==> config.mk <==
export PLATFORM = sky130hd
export DESIGN_NAME = load_store_unit
export DESIGN_NICKNAME = d
export VERILOG_FILES = /design/src/rtl/rv_pkg.sv /design/src/rtl/lsu_align.sv /design/src/rtl/load_store_unit.sv
export SDC_FILE = /design/constraint.sdc
export NUM_CORES = 1
export LEC_CHECK = 0
export ABC_AREA = 1
export CAP_MARGIN = 20
export CORE_MARGIN = 2
export CORE_UTILIZATION = 47
export DETAILED_ROUTE_END_ITERATION = 10
export PLACE_DENSITY = 0.78
export SETUP_SLACK_MARGIN = 0.05
export SLEW_MARGIN = 20
export SYNTH_ARGS = -nofsm -noshare
export SYNTH_HDL_FRONTEND = slang
export SYNTH_HIERARCHICAL = 1
export SYNTH_SLANG_ARGS = --single-unit
==> constraint.sdc <==
create_clock -name clk -period 2.3 [get_ports clk]
set_input_delay 0.23 -clock clk [delete_from_list [all_inputs] [get_ports clk]]
set_output_delay 0.23 -clock clk [all_outputs]
set_load 0.02 [all_outputs]
==> src/rtl/rv_pkg.sv <==
// Shared RV32 memory-stage definitions: opcodes, funct3 codes, trap causes, LSU states.
// Also hosts the legality/alignment check used when the effective address is formed.
package rv_pkg;

  localparam logic [6:0] OPC_LOAD  = 7'b0000011;
  localparam logic [6:0] OPC_STORE = 7'b0100011;

  localparam logic [2:0] F3_B  = 3'b000;
  localparam logic [2:0] F3_H  = 3'b001;
  localparam logic [2:0] F3_W  = 3'b010;
  localparam logic [2:0] F3_BU = 3'b100;
  localparam logic [2:0] F3_HU = 3'b101;

  localparam logic [3:0] CAUSE_NONE        = 4'd0;
  localparam logic [3:0] CAUSE_ILLEGAL     = 4'd2;
  localparam logic [3:0] CAUSE_LD_MISALIGN = 4'd4;
  localparam logic [3:0] CAUSE_ST_MISALIGN = 4'd6;

  typedef enum logic [2:0] {
    LSU_IDLE,
    LSU_ADDR,
    LSU_REQ,
    LSU_WAIT,
    LSU_RESP
  } lsu_state_e;

  // Illegal funct3 takes priority over misalignment.
  function automatic logic [3:0] lsu_check(input logic       is_store,
                                           input logic [2:0] f3,
                                           input logic [1:0] ea_lo);
    logic legal;
    logic misal;
    case (f3)
      F3_B, F3_H, F3_W: legal = 1'b1;
      F3_BU, F3_HU:     legal = !is_store;
      default:          legal = 1'b0;
    endcase
    misal = ((f3[1:0] == 2'b01) && ea_lo[0]) || ((f3[1:0] == 2'b10) && (ea_lo != 2'b00));
    if (!legal) return CAUSE_ILLEGAL;
    if (misal)  return is_store ? CAUSE_ST_MISALIGN : CAUSE_LD_MISALIGN;
    return CAUSE_NONE;
  endfunction

endpackage

==> src/rtl/lsu_align.sv <==
// Combinational lane steering: store replication/byte enables and load extract/extend.
// Zero latency, no flow control; the caller qualifies the outputs by state.
module lsu_align
  import rv_pkg::*;
(
  input  logic [2:0]  funct3,
  input  logic [1:0]  ea_lo,
  input  logic [31:0] st_data,
  input  logic [31:0] rdata,
  output logic [31:0] st_wdata,
  output logic [3:0]  st_be,
  output logic [31:0] ld_data
);

  logic [31:0] sh_b;
  logic [31:0] sh_h;

  always_comb begin
    st_wdata = st_data;
    st_be    = 4'b1111;
    case (funct3[1:0])
      2'b00: begin
        st_wdata = {4{st_data[7:0]}};
        st_be    = 4'b0001 << ea_lo;
      end
      2'b01: begin
        st_wdata = {2{st_data[15:0]}};
        st_be    = 4'b0011 << ea_lo;
      end
      default: ;
    endcase
  end

  assign sh_b = rdata >> {ea_lo, 3'b000};
  assign sh_h = rdata >> {ea_lo[1], 4'b0000};

  always_comb begin
    ld_data = rdata;
    case (funct3)
      F3_B:    ld_data = {{24{sh_b[7]}}, sh_b[7:0]};
      F3_H:    ld_data = {{16{sh_h[15]}}, sh_h[15:0]};
      F3_BU:   ld_data = {24'd0, sh_b[7:0]};
      F3_HU:   ld_data = {16'd0, sh_h[15:0]};
      default: ld_data = rdata;
    endcase
  end

endmodule

==> src/rtl/load_store_unit.sv <==
// RV32 memory stage: one LOAD/STORE per handshake, EA + legality, req/gnt/rvalid memory port.
// Latency accept->done: exc 1, store 2+gnt wait, load 3+gnt+rvalid waits; req_ready low while busy.
module load_store_unit
  import rv_pkg::*;
#(
  parameter int MEM_AW = 5
) (
  input  logic              clk,
  input  logic              rst_n,
  input  logic              req_valid,
  output logic              req_ready,
  input  logic              req_store,
  input  logic [2:0]        req_funct3,
  input  logic [31:0]       req_base,
  input  logic [31:0]       req_imm,
  input  logic [31:0]       req_wdata,
  input  logic [4:0]        req_rd,
  output logic              mem_req,
  output logic              mem_we,
  output logic [MEM_AW-1:0] mem_addr,
  output logic [31:0]       mem_wdata,
  output logic [3:0]        mem_be,
  input  logic              mem_gnt,
  input  logic              mem_rvalid,
  input  logic [31:0]       mem_rdata,
  output logic              wb_valid,
  output logic [4:0]        wb_rd,
  output logic [31:0]       wb_data,
  output logic              done,
  output logic              exc_valid,
  output logic [3:0]        exc_cause,
  output logic [31:0]       exc_addr
);

  lsu_state_e        state_q, state_d;
  logic              store_q, store_d;
  logic [2:0]        funct3_q, funct3_d;
  logic [31:0]       base_q, base_d;
  logic [31:0]       imm_q, imm_d;
  logic [31:0]       wdata_q, wdata_d;
  logic [4:0]        rd_q, rd_d;
  logic [1:0]        ea_lo_q, ea_lo_d;

  logic              req_ready_q, req_ready_d;
  logic              mem_req_q, mem_req_d;
  logic              mem_we_q, mem_we_d;
  logic [MEM_AW-1:0] mem_addr_q, mem_addr_d;
  logic [31:0]       mem_wdata_q, mem_wdata_d;
  logic [3:0]        mem_be_q, mem_be_d;
  logic              wb_valid_q, wb_valid_d;
  logic [4:0]        wb_rd_q, wb_rd_d;
  logic [31:0]       wb_data_q, wb_data_d;
  logic              done_q, done_d;
  logic              exc_valid_q, exc_valid_d;
  logic [3:0]        exc_cause_q, exc_cause_d;
  logic [31:0]       exc_addr_q, exc_addr_d;

  logic [31:0]       ea_sum;
  logic [3:0]        chk_cause;
  logic [1:0]        align_ea_lo;
  logic [31:0]       st_wdata;
  logic [3:0]        st_be;
  logic [31:0]       ld_data;

  assign ea_sum      = base_q + imm_q;
  assign chk_cause   = lsu_check(store_q, funct3_q, ea_sum[1:0]);
  // ADDR steers store lanes from the fresh sum; WAIT uses the registered offset.
  assign align_ea_lo = (state_q == LSU_ADDR) ? ea_sum[1:0] : ea_lo_q;

  lsu_align u_align (
    .funct3   (funct3_q),
    .ea_lo    (align_ea_lo),
    .st_data  (wdata_q),
    .rdata    (mem_rdata),
    .st_wdata (st_wdata),
    .st_be    (st_be),
    .ld_data  (ld_data)
  );

  always_comb begin
    state_d     = state_q;
    store_d     = store_q;
    funct3_d    = funct3_q;
    base_d      = base_q;
    imm_d       = imm_q;
    wdata_d     = wdata_q;
    rd_d        = rd_q;
    ea_lo_d     = ea_lo_q;
    req_ready_d = req_ready_q;
    mem_req_d   = mem_req_q;
    mem_we_d    = mem_we_q;
    mem_addr_d  = mem_addr_q;
    mem_wdata_d = mem_wdata_q;
    mem_be_d    = mem_be_q;
    wb_valid_d  = 1'b0;
    wb_rd_d     = wb_rd_q;
    wb_data_d   = wb_data_q;
    done_d      = 1'b0;
    exc_valid_d = 1'b0;
    exc_cause_d = 4'd0;
    exc_addr_d  = 32'd0;

    case (state_q)
      LSU_IDLE: begin
        if (req_valid) begin
          store_d     = req_store;
          funct3_d    = req_funct3;
          base_d      = req_base;
          imm_d       = req_imm;
          wdata_d     = req_wdata;
          rd_d        = req_rd;
          req_ready_d = 1'b0;
          state_d     = LSU_ADDR;
        end
      end
      LSU_ADDR: begin
        ea_lo_d = ea_sum[1:0];
        if (chk_cause != CAUSE_NONE) begin
          done_d      = 1'b1;
          exc_valid_d = 1'b1;
          exc_cause_d = chk_cause;
          exc_addr_d  = ea_sum;
          state_d     = LSU_RESP;
        end else begin
          mem_req_d   = 1'b1;
          mem_we_d    = store_q;
          mem_addr_d  = ea_sum[MEM_AW+1:2];
          mem_wdata_d = store_q ? st_wdata : 32'd0;
          mem_be_d    = store_q ? st_be : 4'b1111;
          state_d     = LSU_REQ;
        end
      end
      LSU_REQ: begin
        if (mem_gnt) begin
          mem_req_d   = 1'b0;
          mem_we_d    = 1'b0;
          mem_addr_d  = '0;
          mem_wdata_d = 32'd0;
          mem_be_d    = 4'd0;
          if (store_q) begin
            done_d  = 1'b1;
            state_d = LSU_RESP;
          end else begin
            state_d = LSU_WAIT;
          end
        end
      end
      LSU_WAIT: begin
        if (mem_rvalid) begin
          wb_valid_d = 1'b1;
          wb_rd_d    = rd_q;
          wb_data_d  = ld_data;
          done_d     = 1'b1;
          state_d    = LSU_RESP;
        end
      end
      LSU_RESP: begin
        req_ready_d = 1'b1;
        state_d     = LSU_IDLE;
      end
      default: begin
        req_ready_d = 1'b1;
        state_d     = LSU_IDLE;
      end
    endcase
  end

  always_ff @(posedge clk or negedge rst_n) begin
    if (!rst_n) begin
      state_q     <= LSU_IDLE;
      store_q     <= 1'b0;
      funct3_q    <= 3'd0;
      base_q      <= 32'd0;
      imm_q       <= 32'd0;
      wdata_q     <= 32'd0;
      rd_q        <= 5'd0;
      ea_lo_q     <= 2'd0;
      req_ready_q <= 1'b1;
      mem_req_q   <= 1'b0;
      mem_we_q    <= 1'b0;
      mem_addr_q  <= '0;
      mem_wdata_q <= 32'd0;
      mem_be_q    <= 4'd0;
      wb_valid_q  <= 1'b0;
      wb_rd_q     <= 5'd0;
      wb_data_q   <= 32'd0;
      done_q      <= 1'b0;
      exc_valid_q <= 1'b0;
      exc_cause_q <= 4'd0;
      exc_addr_q  <= 32'd0;
    end else begin
      state_q     <= state_d;
      store_q     <= store_d;
      funct3_q    <= funct3_d;
      base_q      <= base_d;
      imm_q       <= imm_d;
      wdata_q     <= wdata_d;
      rd_q        <= rd_d;
      ea_lo_q     <= ea_lo_d;
      req_ready_q <= req_ready_d;
      mem_req_q   <= mem_req_d;
      mem_we_q    <= mem_we_d;
      mem_addr_q  <= mem_addr_d;
      mem_wdata_q <= mem_wdata_d;
      mem_be_q    <= mem_be_d;
      wb_valid_q  <= wb_valid_d;
      wb_rd_q     <= wb_rd_d;
      wb_data_q   <= wb_data_d;
      done_q      <= done_d;
      exc_valid_q <= exc_valid_d;
      exc_cause_q <= exc_cause_d;
      exc_addr_q  <= exc_addr_d;
    end
  end

  assign req_ready = req_ready_q;
  assign mem_req   = mem_req_q;
  assign mem_we    = mem_we_q;
  assign mem_addr  = mem_addr_q;
  assign mem_wdata = mem_wdata_q;
  assign mem_be    = mem_be_q;
  assign wb_valid  = wb_valid_q;
  assign wb_rd     = wb_rd_q;
  assign wb_data   = wb_data_q;
  assign done      = done_q;
  assign exc_valid = exc_valid_q;
  assign exc_cause = exc_cause_q;
  assign exc_addr  = exc_addr_q;

endmodule

# --- After elaboration in Yosys (flattened, before gate mapping) ---
# Cells that the tools add are included.
totals:
  ff_bits: 230
  latch_bits: 0
  mem_bits_rw: 0
  mem_bits_ro: 0
  in_bits: 142
  out_inout_bits: 120
  elab_cells: 105
  mem_count: 0
classes:
  add_sub_neg: 1
  n_mul: 0
  div: 0
  n_lt_le_gt_ge: 0
  eq_ne: 13
  shift: 4
  muxes: 47
  n_bitwise: 1
  n_reduce_logical: 18
op_table:
  columns: ["op", "count"]
  rows:
  - ["32-bit two-way mux", 5]
  - ["32-bit one-hot mux with 2 select lines", 2]
  - ["32-bit one-hot mux with 4 select lines", 1]
  - ["4-bit two-way mux", 9]
  - ["32-bit adder", 1]
  - ["32-bit by 5-bit >> shifter with 16-bit output", 1]
  - ["32-bit by 5-bit >> shifter with 8-bit output", 1]
  - ["4-bit one-hot mux with 2 select lines", 2]
  - ["3-bit two-way mux", 5]
  - ["1-bit two-way mux", 12]
  - ["3-bit one-hot mux with 4 select lines", 1]
  - ["5-bit two-way mux", 2]
  - ["5-bit one-hot mux with 2 select lines", 1]
  - ["3-bit by 2-bit equality test with 1-bit output (second input constant)", 3]
  - ["2-bit != test (second input constant)", 4]
  - ["1-bit one-hot mux with 2 select lines", 4]
  - ["3-bit by 1-bit equality test with 1-bit output (second input constant)", 2]
  - ["3-bit equality test (second input constant)", 2]
  - ["3-bit logical NOT", 2]
  - ["2-bit AND reduction", 3]
  - ["3-bit AND reduction", 2]
  - ["3-bit OR reduction", 2]
  - ["2-bit two-way mux", 2]
  - ["2-bit nonzero test", 2]
  - ["other kinds (12)", 13]

# --- Logic depth before layout (Yosys ltp) ---
depth:
  ltp_word: 11
  ltp_mapped: 17
  mapped_depth_nobuf: 15

# --- Cells and area by module ---
# The synthesis kept the hierarchy.
modules_own_cells:
  columns: ["module", "n_inst", "cells_per_inst", "area_per_inst_um2", "seq_area_each_um2"]
  rows:
  - ["load_store_unit", 1, 1189, 10735.3, 5706.7]
  - ["lsu_align", 1, 275, 1470.2, 0.0]

# --- Worst setup path before layout ---
# No wires, ideal clock.
synth_path:
  path_type: "reg-to-reg"
  startpoint: "register base_q[0]"
  endpoint: "register wb_data_q[31] (netlist: wb_data[31])"
  setup_time_ps: 117
  arrival_ps: 2083
  required_ps: 2183
  slack_ps: 100
  path_stages_with_launch: 14
  path_buffers: 2
  period_less_slack_ps: 2200
  cell_sequence: "dfrtp_1 ha_1 fa_1 inv_1 o21ai_0 buf_4 inv_4 nand3_1 nand2_2 nand2_4 buf_6 nand3_2 nand2_1 nand2_1"
synth_between:
  elab_chain_len: 4
  word_cells_on_any_way: 5
  classes_between: "1 x add/sub; 2 x shift; 2 x mux"
synth_lines:
  columns: ["element", "line_no", "source"]
  rows:
  - ["start, declared", "load_store_unit.sv:38", "logic [31:0] base_q, base_d;"]
  - ["start signal, assigned", "load_store_unit.sv:195", "base_q <= base_d;"]
  - ["32-bit adder (*)", "load_store_unit.sv:65", "assign ea_sum = base_q + imm_q;"]
  - ["2-bit two-way mux (*)", null, null]
  - ["via align_ea_lo[1]", "load_store_unit.sv:60", "logic [1:0] align_ea_lo;"]
  - ["32-bit by 5-bit >> shifter with 16-bit output / 32-bit by 5-bit >> shifter with 8-bit output (equally long branches)", "lsu_align.sv:35, lsu_align.sv:34", null]
  - ["32-bit one-hot mux with 4 select lines (*)", "lsu_align.sv:39", "case (funct3)"]
  - ["via ld_data[31]", "load_store_unit.sv:63", "logic [31:0] ld_data;"]
  - ["end signal, assigned", "load_store_unit.sv:208", "wb_data_q <= wb_data_d;"]
  - ["end, declared", "load_store_unit.sv:52", "logic [31:0] wb_data_q, wb_data_d;"]
# Mark *: on every way through the listed nets, which the timed path passes. The rest lies on a longest branch.
# A chain may end at the register's enable or synchronous reset.

# --- Final worst setup path ---
layout_path:
  startpoint: "register base_q[0]"
  endpoint: "register mem_wdata_q[8] (netlist: mem_wdata[8])"
layout_between:
  elab_chain_len: 11
  word_cells_on_any_way: 13
  classes_between: "1 x add/sub; 1 x eq/ne; 5 x mux; 6 x reduce/logical"
layout_lines:
  columns: ["element", "line_no", "source"]
  rows:
  - ["32-bit adder (*)", "load_store_unit.sv:65", null]
  - ["2-bit nonzero test", "rv_pkg.sv:38", "misal = ((f3[1:0] == 2'b01) && ea_lo[0]) || ((f3[1:0] == 2'b10) && (ea_lo != 2'b00));"]
  - ["1-bit logical AND", "rv_pkg.sv:38", null]
  - ["1-bit logical OR (*)", "rv_pkg.sv:38", null]
  - ["1-bit two-way mux (2 in series)", "rv_pkg.sv:40", "if (misal) return is_store ? CAUSE_ST_MISALIGN : CAUSE_LD_MISALIGN;"]
  - ["4-bit two-way mux (*)", "rv_pkg.sv:41", "return CAUSE_NONE;"]
  - ["4-bit two-way mux (*)", "rv_pkg.sv:40", null]
  - ["4-bit nonzero test (*)", "load_store_unit.sv:118", "if (chk_cause != CAUSE_NONE) begin"]
  - ["2-bit != test (no source line) (*)", null, null]
  - ["3-bit AND reduction (no source line) (*)", null, null]
  - ["end signal, assigned", "load_store_unit.sv:204", "mem_wdata_q <= mem_wdata_d;"]
  - ["end, declared", "load_store_unit.sv:48", "logic [31:0] mem_wdata_q, mem_wdata_d;"]
# Every way passes the cells marked *; elsewhere a longest branch is shown, timed or not. The select of a mux whose other input is x is not followed.

==> out/results.ini <==
[floorplanning]
io_pins = 262
die_h_um = 165.2
core_sq_um = 25330
dieArea_sq_um = 27270
initial_core_util_pct = 48.19
rows = 58
chipWidth_um = 165.2

[finish]
design_area_sq_um = 16450
drive_above_1_share_pct = 15.26
final_nets = 1919
syn_to_final_growth_pct = 34.80
fill_cells = 2048

[timing]
slew_viol_final = 0
fmax_ghz = 0.4439
totalNegativeSetupSlack_ns = 0
setup_violations = 0
worst_pin_slew_ns = 0.9987
skew_ns = 0.02236
min_period_ns = 2.253
relSlewSlack_pct = 33.01
rsz0062_at_grt = true
hold_viol = 0
whs_ns = 0.2450
fin_crit_sh_pct = 97.95
setup_ws_ns = 0.04710

[yosys]
synth_common_cells = 530 x nand2_1, 227 x dfrtp_1, 147 x inv_1
yosysMostFrequentCell = nand2_1
netlist_top_cells_area = dfrtp_1 47%, nand2_1 16%, mux2_2 8.3%
synth_top_cell_by_area = dfrtp_1
syn_area_per_cell_sq_um = 8.337
synth_cell_types = 43
synth-edff-count = 0
yosysTopAreaCellShare_pct = 46.54
netlist_instances = 1464
yosysWarnings = 6
synth_seq_area_share_pct = 46.76
syn_area_sq_um = 12210
yosys_register_bits = 228
async_flop_share_pct = 100.0
dominantRegCellSynth = dfrtp_1

[worst_setup_path]
reg2reg_from = base_q[0]
path_depth = 12
cp-start-kind = flip-flop
crit_path_max_incr_delay_ns = 0.44
critPathMaxFanout = 21
cp_slowest_cell = fa_1
crit_path_frequent_cell = nand2_1
worstPathArrival_ns = 2.68
crit_chain = ha_4 -> fa_1 -> inv_2 -> o21ai_1 -> nand3_1 -> nand2_2 -> nor2_4 -> o21bai_4 -> buf_12 -> clkbuf_16 -> nand2_1 -> nand2_1
worstPathBufferInverterCount = 3
worstSetupPathType = reg -> reg
rr_worst_depth = 12
worstPathRequired_ns = 2.72
endpoint_kind = flip-flop
worstReg2RegEnd = mem_wdata[8]
crit_family = adder cells
r2r_setup_slack_ns = 0.05

[global_routing]
gr-usage-met2_pct = 43.31
grt_pass1_vias = 10890
grt_pass1_wl_um = 54410
antenna_found_initial = 3
grt-ovfl-total = 0
grt_max_degree = 59
grt_busiest_layer = met2
grt_util_met3_pct = 5.020
gr-usage-met1_pct = 31.53
grtUsageTotal_pct = 25.23

[routing]
drc_errors = 0
final_antenna_net_count = 0
drt-wirelength-per-cell_um = 17.18
num_vias = 10950
wl_um = 36010
vias_per_cell = 5.222
drt_iter0_markers = 1016
first_pass_iters = 5

[clock_network]
cts_tree = built
clk_pin_slew_ns = 0.06
root_buffer = clkbuf_16
clock_latency_ns = 0.54
clockBufferDepth = 3
cts_sinks = 228
h-tree-depth = 1
numCtsBuffers = 25

[flow_run]
drv_cap = 0

[worst_hold_path]
hold_path_class = in -> async

[power_and_ir_drop]
powerDensity_nw_per_um2 = 1557
p_clk_share_pct = 15.7
ir_drop_v = 0.0007920
seqPwrFrac_pct = 26.5
leakagePower_nw = 8.335
swShare_pct = 44.85
power_mw = 25.62
combPwrFrac_pct = 57.8
power.internal_mw = 14.13
p_switching_mw = 11.49

[placed_design]
place_hpwl_um = 25210
gp_congestion = 0.9017
pre_cts_ws_ns = -0.07852
place_area_sq_um = 15250
io_buffers = 259

[outcome]
status = completed

==> final cells by class <==
class | count | area [sq um] | area share, %
sequential | 228 | 5708 | 34.69
antenna | 3 | 7.507 | 0.04563
timing repair buffer | 313 | 3276 | 19.91
inverter | 161 | 626.9 | 3.810
tap | 330 | 412.9 | 2.510
clock buffer | 35 | 703.2 | 4.274
clock inverter | 10 | 117.6 | 0.7148
multi-input combinational | 1016 | 5602 | 34.05
==> power groups by stage <==
stage	Combinational, mW	Clock [mW]	Sequential [mW]
finish	14.8	4.01	6.80
global route	16.3	4.26	6.95
CTS	14.2	4.07	6.75
detailed placement	13.8	0	6.80
global placement	13.6	0	6.73
floorplan	8.88	0	7.24
==> cells by family (layout without fill, tap and decap cells) <==
family,after synthesis,count (layout),share of synthesized area [%]
other,1,5,0.03072
and+or+nand+nor,755,756,26.31
adders and majority gates,32,32,3.342
buffers and inverters,222,519,8.591
DFF,228,228,46.76
AOI/OAI and AO/OA,122,122,5.495
muxes,98,98,9.042
xor gates and xnor gates,6,6,0.4305
==> stage by stage <==
step | instances | utilization (%)
5_1_grt | 2093 | 64.93
6_report | 2096 | 64.96
3_3_place_gp | 2034 | 60.23
3_5_place_dp | 2034 | 60.23
4_1_cts | 2084 | 63.93
2_1_floorplan | 1465 | -
==> worst max path at each step <==
stage	from	to	slack [ns]
floorplan	base_q[0]	wb_data[31]	0.1
global placement	base_q[0]	wb_data[17]	0.009
detailed placement	base_q[0]	wb_data[19]	-0.08
CTS	base_q[0]	wb_data[19]	0.03
global route	base_q[0]	mem_wdata[8]	-0.07
finish	base_q[0]	mem_wdata[8]	0.05
==> registers in the layout (all words and copies together), names as in the netlist, 4 cells and up <==
name       cells
mem_addr       5
exc_addr      32
mem_be         4
wb_rd          5
wb_data       32
wdata_q       32
rd_q           5
base_q        32
mem_wdata     32
imm_q         32
==> per-layer routing <==
layer,up-vias,share of wire [%]
met3,98,8.6
met2,527,48
li1,5196,-
met1,5123,40
met5,-,0.036
met4,2,3.9
==> placed cells by master (no fill, tap or decap), types with 4 or more instances in the layout <==
cell             instances
nand2_1                515
clkdlybuf4s50_1        258
dfrtp_1                226
inv_1                  146
mux2_2                  90
nor2_1                  83
nand3_1                 80
a21oi_1                 59
ha_1                    30
clkbuf_16               29
buf_4                   28
o21ai_0                 25
nand3_2                 22
o21ai_1                 18
nand2_2                 18
buf_12                  13
inv_2                    8
mux2_1                   8
nor3_1                   7
nand2_4                  7
xnor2_1                  6
o21ai_2                  6
clkbuf_1                 6
clkinv_2                 6
buf_6                    6
o21bai_1                 4
and2_1                   4
clkbuf_8                 4
nor2_2                   4
o211ai_1                 4
==> repair_timing <==
action,4_1_cts,5_1_grt
hold endpoints to repair,51,0
gates resized for setup,20,32
cloned,1,5
pin swaps,23,15
hold buffers,1,0
endpoints found under the setup margin,29,67
setup buffers,3,4
(Power assumes the default switching activity.)
==> patch 1, RTL diff (config.mk and constraints unchanged) <==
The parameter `MEM_AW` goes from 5 to 3.
--- a/src/rtl/load_store_unit.sv
+++ b/src/rtl/load_store_unit.sv
@@ -3,7 +3,7 @@
 module load_store_unit
   import rv_pkg::*;
 #(
-  parameter int MEM_AW = 5
+  parameter int MEM_AW = 3
 ) (
   input  logic              clk,
   input  logic              rst_n,
Interface: changed (resized mem_addr); port bits go from 262 to 260. No check against the original RTL was run, so the function may have changed too.
==> patch 1 against the unedited design <==
- sequential share of layout area rose by 0.38 points
- non-clock buffer count fell by 10
- worst setup slack got worse by 8.6 ps
- die area rose by 0.22%
- area after synthesis rose by 0.23%
- power fell by 4.0%
- routed wire length fell by 6.7%
- hold slack got worse by 14 ps
- largest power group unchanged
- clock power fell by 9.5%
- highest routed layer unchanged
- combinational power fell by 3%
- sequential cell count fell by 2
- via count fell by 2.4%
- design area fell by 2.0%
==> patch 1: results (changes against the unedited design) <==
| Metric | Value |
|---|---|
| Top cells by count, synth | `nand2_1, dfrtp_1, inv_1, nor2_1, mux2_2` |
| Reg clk slew, reported paths | `60 ps (about the same)` |
| Share of layout cells above drive strength 1 | `0.1370 (-0.01554)` |
| Final hold slack | `230.8 ps (-14.19 ps)` |
| First-pass GRT wire length | `51320 um (-5.7%)` |
| Post-synth ARST share | `1.000 (unchanged)` |
| Port Buf Inserts | `257 (-0.77%)` |
| Critical path class | `flop to flop` |
| Pin count of the biggest net entering global routing | `60 (+1.7%)` |
| Distinct cells, synth | `46 (+7.0%)` |
| Tightest Hold Check Type | `input port to async pin` |
| CP Max Fanout | `8 (-62%)` |
| CTS H-Tree Depth | `1 (unchanged)` |
| Status | `finished clean` |
| Critical Path Max Stage Delay | `500 ps (+60 ps)` |
| Vias | `10.68k (-2.4%)` |
| Clk Latency, worst-skew pair | `510 ps (-30 ps)` |
| Worst R2R End | `wb_data[19]$_DFFE_PN0P_` |
| Pint | `13.59 mW (-3.8%)` |
| R2R cell count | `13 (+1)` |
| FMAX | `442.2 MHz (-0.38%)` |
| Total grt overflow | `0 (unchanged)` |
| Initial antenna violation count | `2 (-1)` |
| Layout Skew | `9.321 ps (-13.04 ps)` |
| Clock buffer depth | `3 (unchanged)` |
| Post-DP HPWL | `24290 um (-3.6%)` |
| Tightest Pin Transition | `993.8 ps (-4.951 ps)` |
| CTS Root Cell | `clkbuf_16` |
| Synth Warn # | `6 (unchanged)` |
| Peak supply drop | `0.8274 mV (+4.5%)` |
| Placement Setup Slack | `-94.92 ps (-16.40 ps)` |
| Fillers | `2240 (+9.4%)` |
| Leakage Power | `8.137 nW (-2.4%)` |
| Post-synthesis sequential area ratio | `0.4624 (-0.005143)` |
| Slowest CP cell | `fa_1` |
| Initial DRC count | `868 (-15%)` |
| Routed Wire Length | `33600 um (-6.7%)` |
| GPL Wtd Cong | `0.8988 (-0.32%)` |
| Pre-antenna DRT Iters | `5 (unchanged)` |
| Area contributors post-synth | `dfrtp_1, nand2_1, mux2_2` |
| Vias in the first global route | `10.19k (-6.5%)` |
| Total CTS buffers | `24 (-4.0%)` |
| Nets | `1905 (-0.73%)` |
| Flop2flop setup slack | `40 ps` |
| Critical Path AT | `2710 ps (+30 ps)` |
| Reg-to-reg startpoint | `base_q[0]$_DFFE_PN0P_` |
| GRT Util Overall | `0.2369 (-0.01544)` |
| Cell family with most CP delay | `adder cells` |
[patch 1: power groups by stage]
stage	registers (mW)	logic (mW)	clock network, mW
floorplan	7.17	8.89	0
detailed placement	6.68	13.5	0
CTS	6.63	13.8	3.69
global placement	6.63	13.3	0
global route	6.83	15.9	3.85
finish	6.64	14.3	3.63
[patch 1: cell type report]
| cell class | count | share of cell area |
|---|---|---|
| timing repair buffer | 303 | 0.1921 |
| clock inverter | 2 | 0.001008 |
| inverter | 162 | 0.03909 |
| clock buffer | 37 | 0.04406 |
| antenna | 1 | 0.0001551 |
| sequential | 226 | 0.3508 |
| tap | 335 | 0.02599 |
| multi-input combinational | 1014 | 0.3468 |
[patch 1: metal layers]
layer | global-route usage | vias to the layer above | wire length, um
met1 | 0.3064 | 5045 | 14110
met5 | 0 | - | 16
li1 | - | 5148 | -
met2 | 0.4148 | 420 | 16240
met4 | 0.05917 | 2 | 781
met3 | 0.03971 | 68 | 2464
[patch 1: worst min-delay path by stage]
stage	start	to	cells after the start
2_1_floorplan	rst_n	base_q[0]$_DFFE_PN0P_	0
3_3_place_gp	rst_n	wb_valid$_DFF_PN0_	1
3_5_place_dp	rst_n	wb_data[27]$_DFFE_PN0P_	1
4_1_cts	rst_n	wb_data[29]$_DFFE_PN0P_	2
5_1_grt	rst_n	wb_valid$_DFF_PN0_	2
6_report	rst_n	wb_valid$_DFF_PN0_	2
[patch 1: cells by family after synthesis]
kind of cell,count (synthesis),synth area share
and+or+nand+nor,754,0.2667
DFF,226,0.4624
buffers and inverters,223,0.08929
AOI/OAI and AO/OA,120,0.05411
muxes,98,0.09021
adders and majority gates,32,0.03334
xor gates and xnor gates,5,0.003580
other,1,0.0003065
[patch 1: stage by stage]
step,cells,instance area [sq um],power (mW)
2_1_floorplan,1460,12240,16.06
3_3_place_gp,2021,15110,19.93
3_5_place_dp,2021,15110,20.22
4_1_cts,2064,15890,24.09
5_1_grt,2079,16130,26.57
6_report,2080,16130,24.60
[patch 1: timing repair]
action | CTS | global route
setup endpoints to repair | 41 | 57
pin swaps | 7 | 11
buffers inserted | 2 | 12
gates cloned | 1 | 3
resized for setup | 7 | 19
hold endpoints to repair | 47 | 0
hold buffers | 1 | 0
==> patch 2, RTL diff (config.mk and constraints unchanged) <==
Without the edit above. Reset style: synchronous (`rst_n`), changed in one clocked block.
--- a/src/rtl/load_store_unit.sv
+++ b/src/rtl/load_store_unit.sv
@@ -165,7 +165,7 @@
     endcase
   end
 
-  always_ff @(posedge clk or negedge rst_n) begin
+  always_ff @(posedge clk) begin
     if (!rst_n) begin
       state_q     <= LSU_IDLE;
       store_q     <= 1'b0;
Behaviour: differs if rst_n is asserted again (counterexample within 4 cycles, from zero or initial values and one cycle with rst_n low); with rst_n held inactive, the same outputs for 4 cycles.
==> patch 2 against the unedited design <==
- the flow now finishes with violations (setup timing)
- worst setup slack worse by 81 ps
- cell count up 10%
- combinational power decreased by 39%
- clock power grew 7.2%
- power decreased by 27%
- design area decreased by 1.8%
- global-route usage grew 0.77 points
- area after synthesis shrank 4.5%
- routed wire length rose by 2.4%
- first-iteration DRC count down 2.0%
- sequential cell count is the same
- clock skew shrank 1.5 ps
- count of clock-buffer cells in the layout increased by 3
- critical path type unchanged
- largest cell class is now multi-input combinational cells
- largest power group unchanged
==> patch 2: results (changes against the unedited design) <==
| Metric | Value |
|---|---|
| Adder-cell share of the synthesized area | `0.03498 (+0.001564)` |
| Seq/total area | `0.2826 (-0.06429)` |
| Multi-input gate area | `6008 sq um (+7.3%)` |
| Status | `complete, but fails checks` |
| Non-clock buffer share | `0.1992 (about the same)` |
| Failing checks | `setup timing` |
| Ant diodes | `1 (-2)` |
| Nonclk buf count | `309 (-1.3%)` |
| Syn-to-layout area delta | `38.62%` |
| Vias | `11.94k (+9.0%)` |
| Complex-gate fraction of the synthesized area | `0.1713 (+0.1163)` |
| Pint | `10.92 mW (-23%)` |
| ClkCell Share | `0.05519 (+0.005308)` |
| Distinct cells, synth | `47 (+9.3%)` |
| Share of layout cells above drive strength 1 | `0.1163 (-0.03633)` |
| Placement Setup Slack | `-87.41 ps (-8.887 ps)` |
| Leakage Power | `6.956 nW (-17%)` |
| GPL Wtd Cong | `0.9455 (+4.9%)` |
| Pin count of the biggest net entering global routing | `125 (+110%)` |
| Mapped cell area | `11660 sq um (-4.5%)` |
| Final number of setup-violating endpoints | `1 (+1)` |
| First-pass GRT wire length | `55370 um (+1.8%)` |
| Relative slew slack | `0.4975 (+0.1674)` |
| Final worst slack | `-33.48 ps (-80.57 ps)` |
| Non-Clock Inverter Count | `279 (+73%)` |
| Initial DRC count | `996 (-2.0%)` |
| Peak supply drop | `0.7464 mV (-5.8%)` |
| Mux cell area share after synthesis | `0 (-0.09042)` |
patch 2: cell count changes after synthesis, moves of 36 or more:
cell	unedited run	this run
inv_1	147	270
nand2_1	530	456
mux2_2	90	0
dfxtp_1	0	228
a21oi_1	60	234
dfrtp_1	227	0
o21ai_0	29	130
clkbuf_1	7	43
patch 2: through the flow:
| stage | util | std cells | setup TNS [ps] | total power, mW | hold WS [ps] |
|---|---|---|---|---|---|
| after floorplan | - | 1723 | 0 | 10.93 | 419.6 |
| after global placement | 0.5973 | 2249 | -74.54 | 12.91 | 432.4 |
| after detailed placement | 0.5973 | 2249 | -1422 | 13.07 | 436.6 |
| after CTS | 0.6424 | 2303 | 0 | 17.82 | 319.4 |
| after global routing | 0.6646 | 2312 | -1362 | 19.86 | 328.1 |
| final | 0.6646 | 2312 | -33.48 | 18.74 | 327.9 |
patch 2: cell families (layout without fill, tap and decap cells):
family / count (synthesis) / count (layout)
AND/OR/NAND/NOR: 689 / 691
adder cells (fa/ha/maj): 32 / 32
other: 1 / 3
flip-flops: 228 / 228
buffers and inverters: 372 / 634
XOR/XNOR: 13 / 13
AO/OA/AOI/OAI: 387 / 387
patch 2: per-layer routing:
metal,share of wire,global-route usage,vias up
li1,-,-,5926
met2,0.45,0.4307,508
met4,0.033,0.07752,4
met1,0.43,0.3463,5390
met3,0.086,0.04725,107
met5,0.00073,0,-
patch 2: worst paths after layout:
path | slack, ps | end | from | cells past startpoint
hold reg to reg | 440 | wdata_q[17]$_SDFFE_PN0P_ | wdata_q[17]$_SDFFE_PN0P_ | 2
setup / recovery | -30 | mem_wdata[7]$_SDFFE_PN0P_ | imm_q[0]$_SDFFE_PN0P_ | 13
setup reg to reg | -30 | mem_wdata[7]$_SDFFE_PN0P_ | imm_q[0]$_SDFFE_PN0P_ | 13
hold / removal | 330 | rd_q[4]$_SDFFE_PN0P_ | req_rd[4] | 3
patch 2: power by group through the flow:
stage / logic (mW) / clock network (mW) / registers (mW)
6_report: 9.05 / 4.30 / 5.40
5_1_grt: 9.86 / 4.52 / 5.48
4_1_cts: 8.10 / 4.35 / 5.37
3_5_place_dp: 7.64 / 0 / 5.43
3_3_place_gp: 7.50 / 0 / 5.41
2_1_floorplan: 5.46 / 0 / 5.46
patch 2: worst max-delay path, stage by stage (launching register included):
cell,delay [ps]
dfxtp_2,350
ha_4,140
inv_2,40
fa_1,540
buf_6,120
o21ai_2,50
nand3_2,80
nand2_2,70
buf_6,120
nor2_4,130
buf_8,170
buf_12,150
nand3_4,70
a21oi_2,230
patch 2: repair_timing:
action                                  in CTS  in global routing
setup buffers                                4                  3
hold endpoints to repair                     1                  0
pin swaps                                    9                 55
resized for setup                           23                102
hold buffers                                 1                  0
endpoints found under the setup margin      73                 77
cloned                                       3                  6
